`config.mk`:
```
export PLATFORM = sky130hd
export DESIGN_NAME = sent_tx_frame
export DESIGN_NICKNAME = d
export VERILOG_FILES = /design/src/rtl/sent_tx_frame.sv
export SDC_FILE = /design/constraint.sdc
export NUM_CORES = 1
export LEC_CHECK = 0
export CAP_MARGIN = 10
export CORE_MARGIN = 2
export CORE_UTILIZATION = 50
export DETAILED_ROUTE_END_ITERATION = 12
export HOLD_SLACK_MARGIN = 0.02
export PLACE_DENSITY_LB_ADDON = 0.25
export SYNTH_ARGS = -nofsm -noshare
export SYNTH_HDL_FRONTEND = slang
export SYNTH_SLANG_ARGS = --single-unit
```
`constraint.sdc`:
```
create_clock -name clk -period 7.05 [get_ports clk]
set_clock_uncertainty 0.05 [all_clocks]
set_input_delay 1.7625 -clock clk [delete_from_list [all_inputs] [get_ports clk]]
set_output_delay 1.7625 -clock clk [all_outputs]
set_load 0.01 [all_outputs]
```
`src/rtl/sent_tx_frame.sv`:
```
`default_nettype none
// ============================================================================
// Module      : sent_tx_frame
// Description : SENT transmit frame sequencer. Accepts a status nibble plus
//               six data nibbles, drives an external CRC4 block over the data
//               nibbles, latches the returned CRC and serialises
//               sync / status / data0..5 / CRC / optional pause as tick-timed
//               pulses on the SENT line.
// Ports       : clk, reset         - clock, async active-high reset
//               frame_valid/ready  - frame request handshake (ready in IDLE)
//               status_nib         - status nibble, captured at accept
//               data_nibs          - D0=[23:20] .. D5=[3:0], captured at accept
//               pause_en/ticks     - optional pause symbol, clamped to >=12
//               crc_clr/en/din     - drive to CRC4 block
//               crc_value          - CRC4 result
//               sent_out           - SENT line, idle high
//               busy, frame_done   - frame in progress / completion pulse
// Revision    : 1.0 - initial release
// ============================================================================
module sent_tx_frame #(
  parameter int TICK_DIV   = 8,
  parameter int LOW_TICKS  = 5,
  parameter int SYNC_TICKS = 56,
  parameter int NIB_BASE   = 12
) (
  input  logic        clk,
  input  logic        reset,
  input  logic        frame_valid,
  output logic        frame_ready,
  input  logic [3:0]  status_nib,
  input  logic [23:0] data_nibs,
  input  logic        pause_en,
  input  logic [9:0]  pause_ticks,
  output logic        crc_clr,
  output logic        crc_en,
  output logic [3:0]  crc_din,
  input  logic [3:0]  crc_value,
  output logic        sent_out,
  output logic        busy,
  output logic        frame_done
);

  localparam int              c_TW         = (TICK_DIV > 1) ? $clog2(TICK_DIV) : 1;
  localparam logic [c_TW-1:0] c_TICK_LAST  = c_TW'(TICK_DIV - 1);
  localparam logic [9:0]      c_SYNC_LEN   = 10'(SYNC_TICKS);
  localparam logic [9:0]      c_NIB_BASE   = 10'(NIB_BASE);
  localparam logic [9:0]      c_LOW_LEN    = 10'(LOW_TICKS);
  localparam logic [9:0]      c_PAUSE_MIN  = 10'd12;

  localparam logic [2:0] c_S_IDLE   = 3'd0;
  localparam logic [2:0] c_S_SYNC   = 3'd1;
  localparam logic [2:0] c_S_STATUS = 3'd2;
  localparam logic [2:0] c_S_DATA   = 3'd3;
  localparam logic [2:0] c_S_CRC    = 3'd4;
  localparam logic [2:0] c_S_PAUSE  = 3'd5;

  logic [2:0]      r_state, w_next;
  logic [c_TW-1:0] r_tick;
  logic [9:0]      r_sym;        // tick index within the current symbol
  logic [2:0]      r_idx;        // data nibble index during DATA
  logic [3:0]      r_cyc;        // clk cycles since sync start, saturating
  logic [3:0]      r_status;
  logic [23:0]     r_data;
  logic            r_pause_en;
  logic [9:0]      r_pause_len;
  logic [3:0]      r_crc;
  logic            r_crc_clr, r_crc_en, r_frame_done;
  logic [3:0]      r_crc_din;

  logic            w_ready, w_accept, w_tick, w_sym_last, w_feed;
  logic [9:0]      w_total;

  function automatic logic [3:0] f_nib(input logic [23:0] d, input logic [2:0] i);
    case (i)
      3'd0:    f_nib = d[23:20];
      3'd1:    f_nib = d[19:16];
      3'd2:    f_nib = d[15:12];
      3'd3:    f_nib = d[11:8];
      3'd4:    f_nib = d[7:4];
      3'd5:    f_nib = d[3:0];
      default: f_nib = 4'h0;
    endcase
  endfunction

  assign w_tick     = (r_tick == c_TICK_LAST);
  assign w_sym_last = w_tick && (r_sym == (w_total - 10'd1));
  // CRC feed window: sync-start offsets 0..5 drive crc_en on the next cycle
  assign w_feed     = (r_state != c_S_IDLE) && (r_cyc < 4'd6);

  // Total length of the symbol currently being sent, in ticks
  always_comb begin
    w_total = 10'd0;
    case (r_state)
      c_S_SYNC:   w_total = c_SYNC_LEN;
      c_S_STATUS: w_total = c_NIB_BASE + {6'd0, r_status};
      c_S_DATA:   w_total = c_NIB_BASE + {6'd0, f_nib(r_data, r_idx)};
      c_S_CRC:    w_total = c_NIB_BASE + {6'd0, r_crc};
      c_S_PAUSE:  w_total = r_pause_len;
      default:    w_total = 10'd0;
    endcase
  end

  // State register
  always_ff @(posedge clk or posedge reset) begin
    if (reset) r_state <= c_S_IDLE;
    else       r_state <= w_next;
  end

  // Next-state logic
  always_comb begin
    w_next = r_state;
    case (r_state)
      c_S_IDLE:   if (w_accept)   w_next = c_S_SYNC;
      c_S_SYNC:   if (w_sym_last) w_next = c_S_STATUS;
      c_S_STATUS: if (w_sym_last) w_next = c_S_DATA;
      c_S_DATA:   if (w_sym_last && (r_idx == 3'd5)) w_next = c_S_CRC;
      c_S_CRC:    if (w_sym_last) w_next = r_pause_en ? c_S_PAUSE : c_S_IDLE;
      c_S_PAUSE:  if (w_sym_last) w_next = c_S_IDLE;
      default:    w_next = c_S_IDLE;
    endcase
  end

  // Output logic
  always_comb begin
    // frame_ready is held off during the frame_done cycle
    w_ready  = (r_state == c_S_IDLE) && !r_frame_done;
    w_accept = frame_valid && w_ready;
    sent_out = (r_state == c_S_IDLE) || (r_sym >= c_LOW_LEN);
    busy     = (r_state != c_S_IDLE) || w_accept;
  end

  assign frame_ready = w_ready;
  assign crc_clr     = r_crc_clr;
  assign crc_en      = r_crc_en;
  assign crc_din     = r_crc_din;
  assign frame_done  = r_frame_done;

  // Datapath: capture, tick/symbol counters, CRC sequencing
  always_ff @(posedge clk or posedge reset) begin
    if (reset) begin
      r_tick       <= '0;
      r_sym        <= 10'd0;
      r_idx        <= 3'd0;
      r_cyc        <= 4'd0;
      r_status     <= 4'd0;
      r_data       <= 24'd0;
      r_pause_en   <= 1'b0;
      r_pause_len  <= 10'd0;
      r_crc        <= 4'd0;
      r_crc_clr    <= 1'b0;
      r_crc_en     <= 1'b0;
      r_crc_din    <= 4'd0;
      r_frame_done <= 1'b0;
    end else begin
      r_crc_clr    <= w_accept;
      r_crc_en     <= w_feed;
      r_crc_din    <= w_feed ? f_nib(r_data, r_cyc[2:0]) : 4'd0;
      r_frame_done <= (r_state != c_S_IDLE) && (w_next == c_S_IDLE);
      if (w_accept) begin
        r_status    <= status_nib;
        r_data      <= data_nibs;
        r_pause_en  <= pause_en;
        r_pause_len <= (pause_ticks < c_PAUSE_MIN) ? c_PAUSE_MIN : pause_ticks;
        r_tick      <= '0;
        r_sym       <= 10'd0;
        r_idx       <= 3'd0;
        r_cyc       <= 4'd0;
      end else if (r_state != c_S_IDLE) begin
        r_tick <= w_tick ? '0 : r_tick + 1'b1;
        if (w_tick) r_sym <= w_sym_last ? 10'd0 : r_sym + 10'd1;
        if (w_sym_last && (r_state == c_S_DATA)) r_idx <= r_idx + 3'd1;
        if (r_cyc != 4'hF) r_cyc <= r_cyc + 4'd1;
        // CRC block has absorbed D5 by now; latch before the sync pulse ends
        if (r_cyc == 4'd7) r_crc <= crc_value;
      end
    end
  end

endmodule
`default_nettype wire
```
# Word level (Yosys, flattened, before mapping)
# Index checks and enable logic that the tools add are counted.
[classes] eq_ne=19 order_cmp=3 reduce_logical=23 n_mux=27 add_sub_neg=8 bitwise_logic=1
[ops] op="$mux W10" count=5
[ops] op="$pmux W10 S5" count=1
[ops] op="$pmux W4 S6" count=2
[ops] op="$mux W3" count=13
[ops] op="$eq A3 B3 Y1 const B" count=7
[ops] op="$mux W4" count=5
[ops] op="$eq A3 B2 Y1 const B" count=6
[ops] op="$pmux W3 S6" count=1
[ops] op="$add A4 B4 Y5 const A" count=3
[ops] op="$logic_not A3 Y1" count=4
[ops] op="$add A10 B1 Y10 const B" count=1
[ops] op="$eq A10 B10 Y1" count=1
[ops] op="$ge A10 B3 Y1 const B" count=1
[ops] op="$lt A10 B4 Y1 const B" count=1
[ops] op="$sub A10 B1 Y10 const B" count=1
[ops] op="$eq A3 B1 Y1 const B" count=3
[ops] op="$reduce_bool A2 Y1" count=4
[ops] op="$logic_and A1 B1 Y1" count=7
[ops] op="$add A3 B1 Y3 const B" count=2
[ops] op="$reduce_and A2 Y1" count=3
[ops] op="$add A4 B1 Y4 const B" count=1
[ops] op="$eq A4 B3 Y1 const B" count=1
[ops] op="$lt A4 B3 Y1 const B" count=1
[ops] op="$ne A4 B4 Y1 const B" count=1
[ops] op="5 further kinds" count=6
[totals] regBits=73 inputBits=46

# Longest topological paths before layout
# Gate-level depths: netlist of the first run.
[depth] word_depth=13 depth_mapped=18 mapped_depth_nobuf=17

# Least setup slack after synthesis of the first run
# OpenSTA, ideal clock, no wires.
[synth_timing] path_kind="input port to output port" from="input frame_valid" to="output busy" setup_slack_ns=2.899 t_required_ns=5.237 path_stages=3 n_path_buf=1 arrival_ns=2.338 cell_sequence="nand2_1 > clkbuf_1 > nand2_1"
[synth_between] elab_chain_cells=2
[synth_lines] element="from (decl)" line="28" text="input logic frame_valid,"
[synth_lines] element="$logic_and A1 B1 Y1" line="127" text="w_accept = frame_valid && w_ready;"
[synth_lines] element="$logic_or A1 B1 Y1" line="129" text="busy = (r_state != c_S_IDLE) || w_accept;"
[synth_lines] element="to (decl)" line="39" text="output logic busy,"
# No other way between the ends.

# Final worst setup path of the first run
# Same ends and word-level chain as after synthesis.

==> flow_metrics.py, run 1 <==
metrics = {
    "placed_design": {
        "io_buffers": 55,
        "gp_congestion": 0.9015,
        "dp_hpwl_mm": 7.646,
        "post-place-ws_ns": 2.022,
    },
    "synth": {
        "netlist_instances": 527,
        "seq_area_frac_synth": 0.4074,
        "yosysWarnings": 0,
        "async_flop_share": 1.000,
        "synth.avg_cell_area_um2": 8.509,
        "syn_nets": 591,
        "synth_seq_cells": 73,
        "synth-main-ff-cell": "dfrtp_1",
        "synth_edf_count": 0,
        "yosysUniqueCellTypes": 67,
        "syn_area_um2": 4484,
    },
    "pwr": {
        "p_switching_uw": 619.6,
        "clkPwrFrac": 0.187,
        "p_seq_frac": 0.452,
        "p_sw_frac": 0.3915,
        "p_int_uw": 963.0,
        "leakagePower_uw": 0.002280,
        "p_per_area_nw_per_um2": 301.4,
        "irDropWorstVdd_mv": 0.1544,
        "p_comb_frac": 0.361,
    },
    "critical_path": {
        "cp.required_ns": 5.24,
        "critPathLaunch": "frame_valid",
        "start_kind": "input pin",
        "critPathBufInv": 3,
        "crit_fanout": 45,
        "critical-path-slowest-cell": "clkdlybuf4s50_1",
        "slowest_delay_ns": 0.49,
        "end_kind": "output pin",
        "path_class": "input pin to output pin",
        "cp_top_family": "buffers and inverters",
        "crit_chain": "clkdlybuf4s50_1 > nand2_1 > buf_4 > nand2_1 > clkdlybuf4s50_1",
        "arrival_ns": 3.20,
        "r2r-start": "r_idx[2]",
    },
    "die": {
        "num_rows": 34,
        "core-area_um2": 8721,
        "ios": 56,
        "die-area_um2": 9742,
        "die_h_um": 98.70,
        "initial_core_util": 0.5142,
        "die_w_um": 98.70,
    },
    "clock_network": {
        "cts-resized-gates": 0,
        "cts_root_buf": "clkbuf_8",
        "clkLatencyLatePin_ns": 0.36,
        "cts.sinks": 73,
        "cts_setup_buffers": 0,
        "holdBufCountCts": 0,
        "cts-htree-levels": 3,
        "clkTransAtPathRegs_ns": 0.08,
        "clock_path_buffers": 2,
        "cts_tree": "yes",
        "numCtsBuffers": 9,
    },
    "flow_run": {
        "drv_cap": 0,
    },
    "timing": {
        "timing.final.ws_setup_ns": 2.039,
        "fin_crit_sh": 0.7108,
        "relSlewSlack": 0.3962,
        "finalCriticalPeriod_ns": 5.011,
        "hold_viol_final": 0,
        "final_max_slew_viol_count": 0,
        "setup_viol": 0,
        "tns_ns": 0,
        "tightest_slew_ns": 0.9058,
        "fmax_ghz": 0.1996,
        "whs_ns": 0.4313,
        "grt_setup_unrepaired": "no",
    },
    "final_layout": {
        "nNetsFinal": 637,
        "final_common_cell": "nand2_1",
        "syn2layout_area_growth_pct": 17.10,
        "final_cell_mix": "nand2_1, dfrtp_1, clkdlybuf4s50_1",
        "final_util": 0.6022,
        "layout-drive-gt1-share": 0.08304,
        "fillers": 776,
        "antenna_cells": 0,
    },
    "worst_hold_path": {
        "hp-start": "r_pause_len[3]",
        "hold_class": "register to register",
    },
    "global_routing": {
        "gr-total-overflow": 0,
        "grt_pass1_vias": 3881,
        "grt_pass1_wl_mm": 18.28,
        "antenna_found_initial": 0,
        "grt_start_max_net_pins": 74,
        "track_usage": 0.2304,
    },
    "routing": {
        "drtAntennaViolNets": 0,
        "routed_wirelength_mm": 10.58,
        "routed_via_density": 5.828,
        "post-route-drc-count": 0,
        "wl_per_cell_um": 15.42,
        "firstDrtPassIters": 5,
        "vias": 3998,
        "first_iter_violations": 312,
    },
    "status": {
        "status": "complete, no violations",
    },
}
==> stage by stage <==
stage | instance area, µm² | power (µW) | instances
global route | 5251 | 1705 | 686
finish | 5251 | 1583 | 686
floorplan | 4484 | 1086 | 527
global placement | 5081 | 1258 | 670
detailed placement | 5081 | 1284 | 670
CTS | 5251 | 1584 | 686
==> routing by layer <==
metal / up-vias / share of wire / GRT usage
li1: 1940 / - / -
met1: 1900 / 0.46 / 0.3197
met2: 141 / 0.46 / 0.3590
met3: 17 / 0.057 / 0.04043
met4: 0 / 0.018 / 0.09589
met5: - / 0 / 0
==> final timing paths <==
check	endpoint	slack (ns)	cells past startpoint
worst min register to register	r_pause_len[3]	0.43	2
min in group asynchronous	crc_en	1.95	3
worst max-delay path	busy	2.04	5
worst max register to register	r_idx[1]	2.37	17
worst min-delay path	r_pause_len[3]	0.43	2
max in group asynchronous	r_pause_len[6]	4.41	3
==> cells in the mapped netlist, types with 5 or more instances <==
| library cell | number | area, µm² |
|---|---|---|
| a21oi_1 | 25 | 125.1 |
| a222oi_1 | 6 | 60.06 |
| clkbuf_1 | 18 | 67.56 |
| dfrtp_1 | 73 | 1827 |
| ha_1 | 18 | 225.2 |
| inv_1 | 26 | 97.59 |
| mux2_2 | 13 | 146.4 |
| mux2i_1 | 6 | 60.06 |
| nand2_1 | 153 | 574.3 |
| nand3_1 | 19 | 95.09 |
| nor2_1 | 20 | 75.07 |
| nor3_1 | 10 | 50.05 |
| o21ai_0 | 23 | 115.1 |
| o22ai_1 | 8 | 50.05 |
| or2_2 | 5 | 31.28 |
| xnor2_1 | 5 | 43.79 |
==> logic make-up after synthesis <==
logic type / after synthesis / synth area share
AO/OA/AOI/OAI: 112 / 0.1819
XOR/XNOR: 9 / 0.01758
adder cells (fa/ha/maj): 18 / 0.05022
buffers and inverters: 50 / 0.04827
flip-flops: 73 / 0.4074
multiplexers: 20 / 0.04855
AND/OR/NAND/NOR: 245 / 0.2461
==> area by class of cell <==
type / count / area (µm²) / share of cell area
clock buffer: 10 / 127.6 / 0.02430
clock inverter: 6 / 42.54 / 0.008101
inverter: 26 / 97.59 / 0.01858
multi-input combinational: 404 / 2441 / 0.4649
sequential: 73 / 1827 / 0.3479
tap: 108 / 135.1 / 0.02573
timing repair buffer: 59 / 580.6 / 0.1106
==> sequential cells by signal, indices dropped and copies added (netlist names) <==
register / cells
r_crc: 4
r_cyc: 4
r_state: 3
crc_din: 4
r_data: 24
r_pause_len: 10
frame_done: 1
r_sym: 10
crc_clr: 1
r_idx: 3
crc_en: 1
r_tick: 3
r_pause_en: 1
r_status: 4
==> power by group through the flow <==
stage / clock network, µW / logic (µW) / registers (µW)
after detailed placement: 0 / 566 / 717
after global placement: 0 / 547 / 711
after floorplan: 0 / 436 / 651
after CTS: 300 / 572 / 711
final: 295 / 572 / 715
after global routing: 323 / 645 / 737
==> worst reg2reg max path: stages (launching register included) <==
cell and delay, ns:
dfrtp_1 0.65, inv_1 0.13, ha_1 0.28, a21oi_1 0.14, nand2_1 0.07, a221oi_1 0.28
a21oi_1 0.11, o21ai_0 0.20, ha_1 0.27, or3b_1 0.35, a21o_1 0.19, and3_4 0.18
o31a_1 0.27, a2111o_1 0.32, a211oi_4 0.33, nand2_1 0.18, nor2_2 0.22, mux2_1 0.35
(Power assumes the default switching activity.)
==> run 2, diff against run 1 <==
Clock period 7.05 ns to 4.75 ns, I/O delays scaled along.
==> run 2 against run 1 <==
Net effect: worst hold slack lost 0.0071 ns; first-iteration DRC count shrank 6.1%; final cell count grew 1.3%; largest cell class unchanged; highest routed layer unchanged.
==> flow_metrics.py, run 2 (synthesized netlist as in run 1, its figures left out) <==
metrics = {
    "global_routing": {
        "track_usage": 0.2367,
        "gr-total-overflow": 0,
        "grt_pass1_wl_mm": 18.75,
        "grt_start_max_net_pins": 46,
        "antenna_found_initial": 0,
        "grt_pass1_vias": 3833,
    },
    "clock_network": {
        "cts_setup_buffers": 0,
        "numCtsBuffers": 9,
        "holdBufCountCts": 0,
        "cts-htree-levels": 3,
        "cts_tree": "yes",
        "cts-resized-gates": 0,
        "clkTransAtPathRegs_ns": 0.07,
        "cts_root_buf": "clkbuf_8",
        "clkLatencyLatePin_ns": 0.35,
        "cts.sinks": 73,
        "clock_path_buffers": 2,
    },
    "final_layout": {
        "final_common_cell": "nand2_1",
        "fillers": 771,
        "layout-drive-gt1-share": 0.09710,
        "final_cell_mix": "nand2_1, dfrtp_1, clkdlybuf4s50_1",
        "top_regs": "r_data (24), r_pause_len (10), r_sym (10)",
        "largest_reg_flops": 24,
        "instances_no_fill": 695,
        "syn2layout_area_growth_pct": 19.70,
        "antenna_cells": 0,
        "registers.top_by_ff_count": "r_data",
        "nNetsFinal": 646,
    },
    "timing": {
        "hold_viol_final": 0,
        "finalCriticalPeriod_ns": 4.421,
        "tightest_slew_ns": 0.9446,
        "relSlewSlack": 0.3694,
        "tns_ns": 0,
        "fin_crit_sh": 0.9307,
        "fmax_ghz": 0.2262,
        "grt_setup_unrepaired": "no",
        "setup_viol": 0,
        "final_max_slew_viol_count": 0,
    },
    "critical_path": {
        "critical-path-slowest-cell": "dfrtp_1",
        "end_kind": "register",
        "cp_top_family": "compound AO/OA/AOI/OAI gates",
        "start_kind": "register",
        "crit_chain": "ha_1 > ha_1 > a21oi_1 > nand2_1 > a221oi_1 > a21oi_1 > o21ai_0 > ha_1 > or3b_1 > a21o_1 > and3_4 > o31a_1 > a2111o_1 > a211oi_4 > nand2_1 > nor2_2 > mux2_1",
        "critPathBufInv": 0,
        "crit_top_cell": "ha_1",
        "r2r-start": "r_idx[0]",
        "arrival_ns": 4.60,
        "critPathLaunch": "r_idx[0]",
        "cp.required_ns": 4.93,
        "slowest_delay_ns": 0.43,
        "crit_fanout": 5,
        "path_class": "register to register",
    },
    "pwr": {
        "p_per_area_nw_per_um2": 458.7,
        "leakagePower_uw": 0.002356,
        "irDropWorstVdd_mv": 0.2400,
    },
    "placed_design": {
        "placed_cells": 676,
        "dp_hpwl_mm": 8.018,
        "gp_congestion": 0.9062,
        "io_buffers": 55,
    },
    "flow_run": {
        "drv_cap": 0,
    },
    "routing": {
        "vias": 4078,
        "routed_via_density": 5.868,
        "firstDrtPassIters": 5,
        "routed_wirelength_mm": 10.89,
        "drtAntennaViolNets": 0,
        "first_iter_violations": 293,
        "wl_per_cell_um": 15.67,
        "post-route-drc-count": 0,
    },
    "worst_hold_path": {
        "hold_class": "register to register",
        "hp-start": "r_pause_len[2]",
    },
    "status": {
        "status": "complete, no violations",
    },
    "die": {
        "initial_core_util": 0.5142,
        "core-area_um2": 8721,
        "num_rows": 34,
        "die_w_um": 98.70,
        "die-area_um2": 9742,
        "die_h_um": 98.70,
        "ios": 56,
    },
}
[run 2: power breakdown]
| part | internal (µW) | switching (µW) |
|---|---|---|
| clock network | 299 | 242 |
| logic | 415 | 443 |
| registers | 827 | 237 |
| total | 1540 | 921 |
[run 2: layer usage]
metal / track usage / up-vias / part of all wire
met2: 0.3653 / 146 / 0.47
met5: 0 / - / 0
met4: 0.08114 / 0 / 0.017
met3: 0.03617 / 17 / 0.054
met1: 0.3422 / 1963 / 0.46
li1: - / 1952 / -
[run 2: final cells by class]
| type | instances | area (µm²) | area share |
|---|---|---|---|
| clock inverter | 6 | 91.34 | 0.01702 |
| sequential | 73 | 1827 | 0.3403 |
| timing repair buffer | 68 | 648.1 | 0.1207 |
| clock buffer | 10 | 127.6 | 0.02378 |
| tap | 108 | 135.1 | 0.02517 |
| inverter | 26 | 97.59 | 0.01818 |
| multi-input combinational | 404 | 2441 | 0.4548 |
[run 2: path summary, 6_finish.rpt]
path,end,slack [ns],cells after the start
max in group asynchronous,frame_done,2.54,3
hold / removal,r_pause_len[2],0.42,2
setup reg to reg,r_idx[1],0.33,17
setup / recovery,r_idx[1],0.33,17
hold reg to reg,r_pause_len[2],0.42,2
min in group asynchronous,crc_din[1],1.32,2
[run 2: stage by stage]
stage               hold WS, ns  setup WS (ns)  utilization  area [µm²]  power, µW
finish                   0.4242         0.3293       0.6155        5368       2462
global route             0.4565        0.07332       0.6155        5368       2655
CTS                      0.4322         0.3526       0.6129        5345       2470
detailed placement       0.4154         0.3672       0.5878        5126       1921
global placement         0.4077         0.4849       0.5878        5126       1876
floorplan                0.3885         0.6376            -        4484       1612
[run 2: worst reg2reg max path: cells and delay by family, from the launching register on]
family	cells	cell delay, ns
AOI/OAI and AO/OA	8	1.79
adders and majority gates	3	0.71
and+or+nand+nor	5	1.00
DFF	1	0.43
muxes	1	0.35
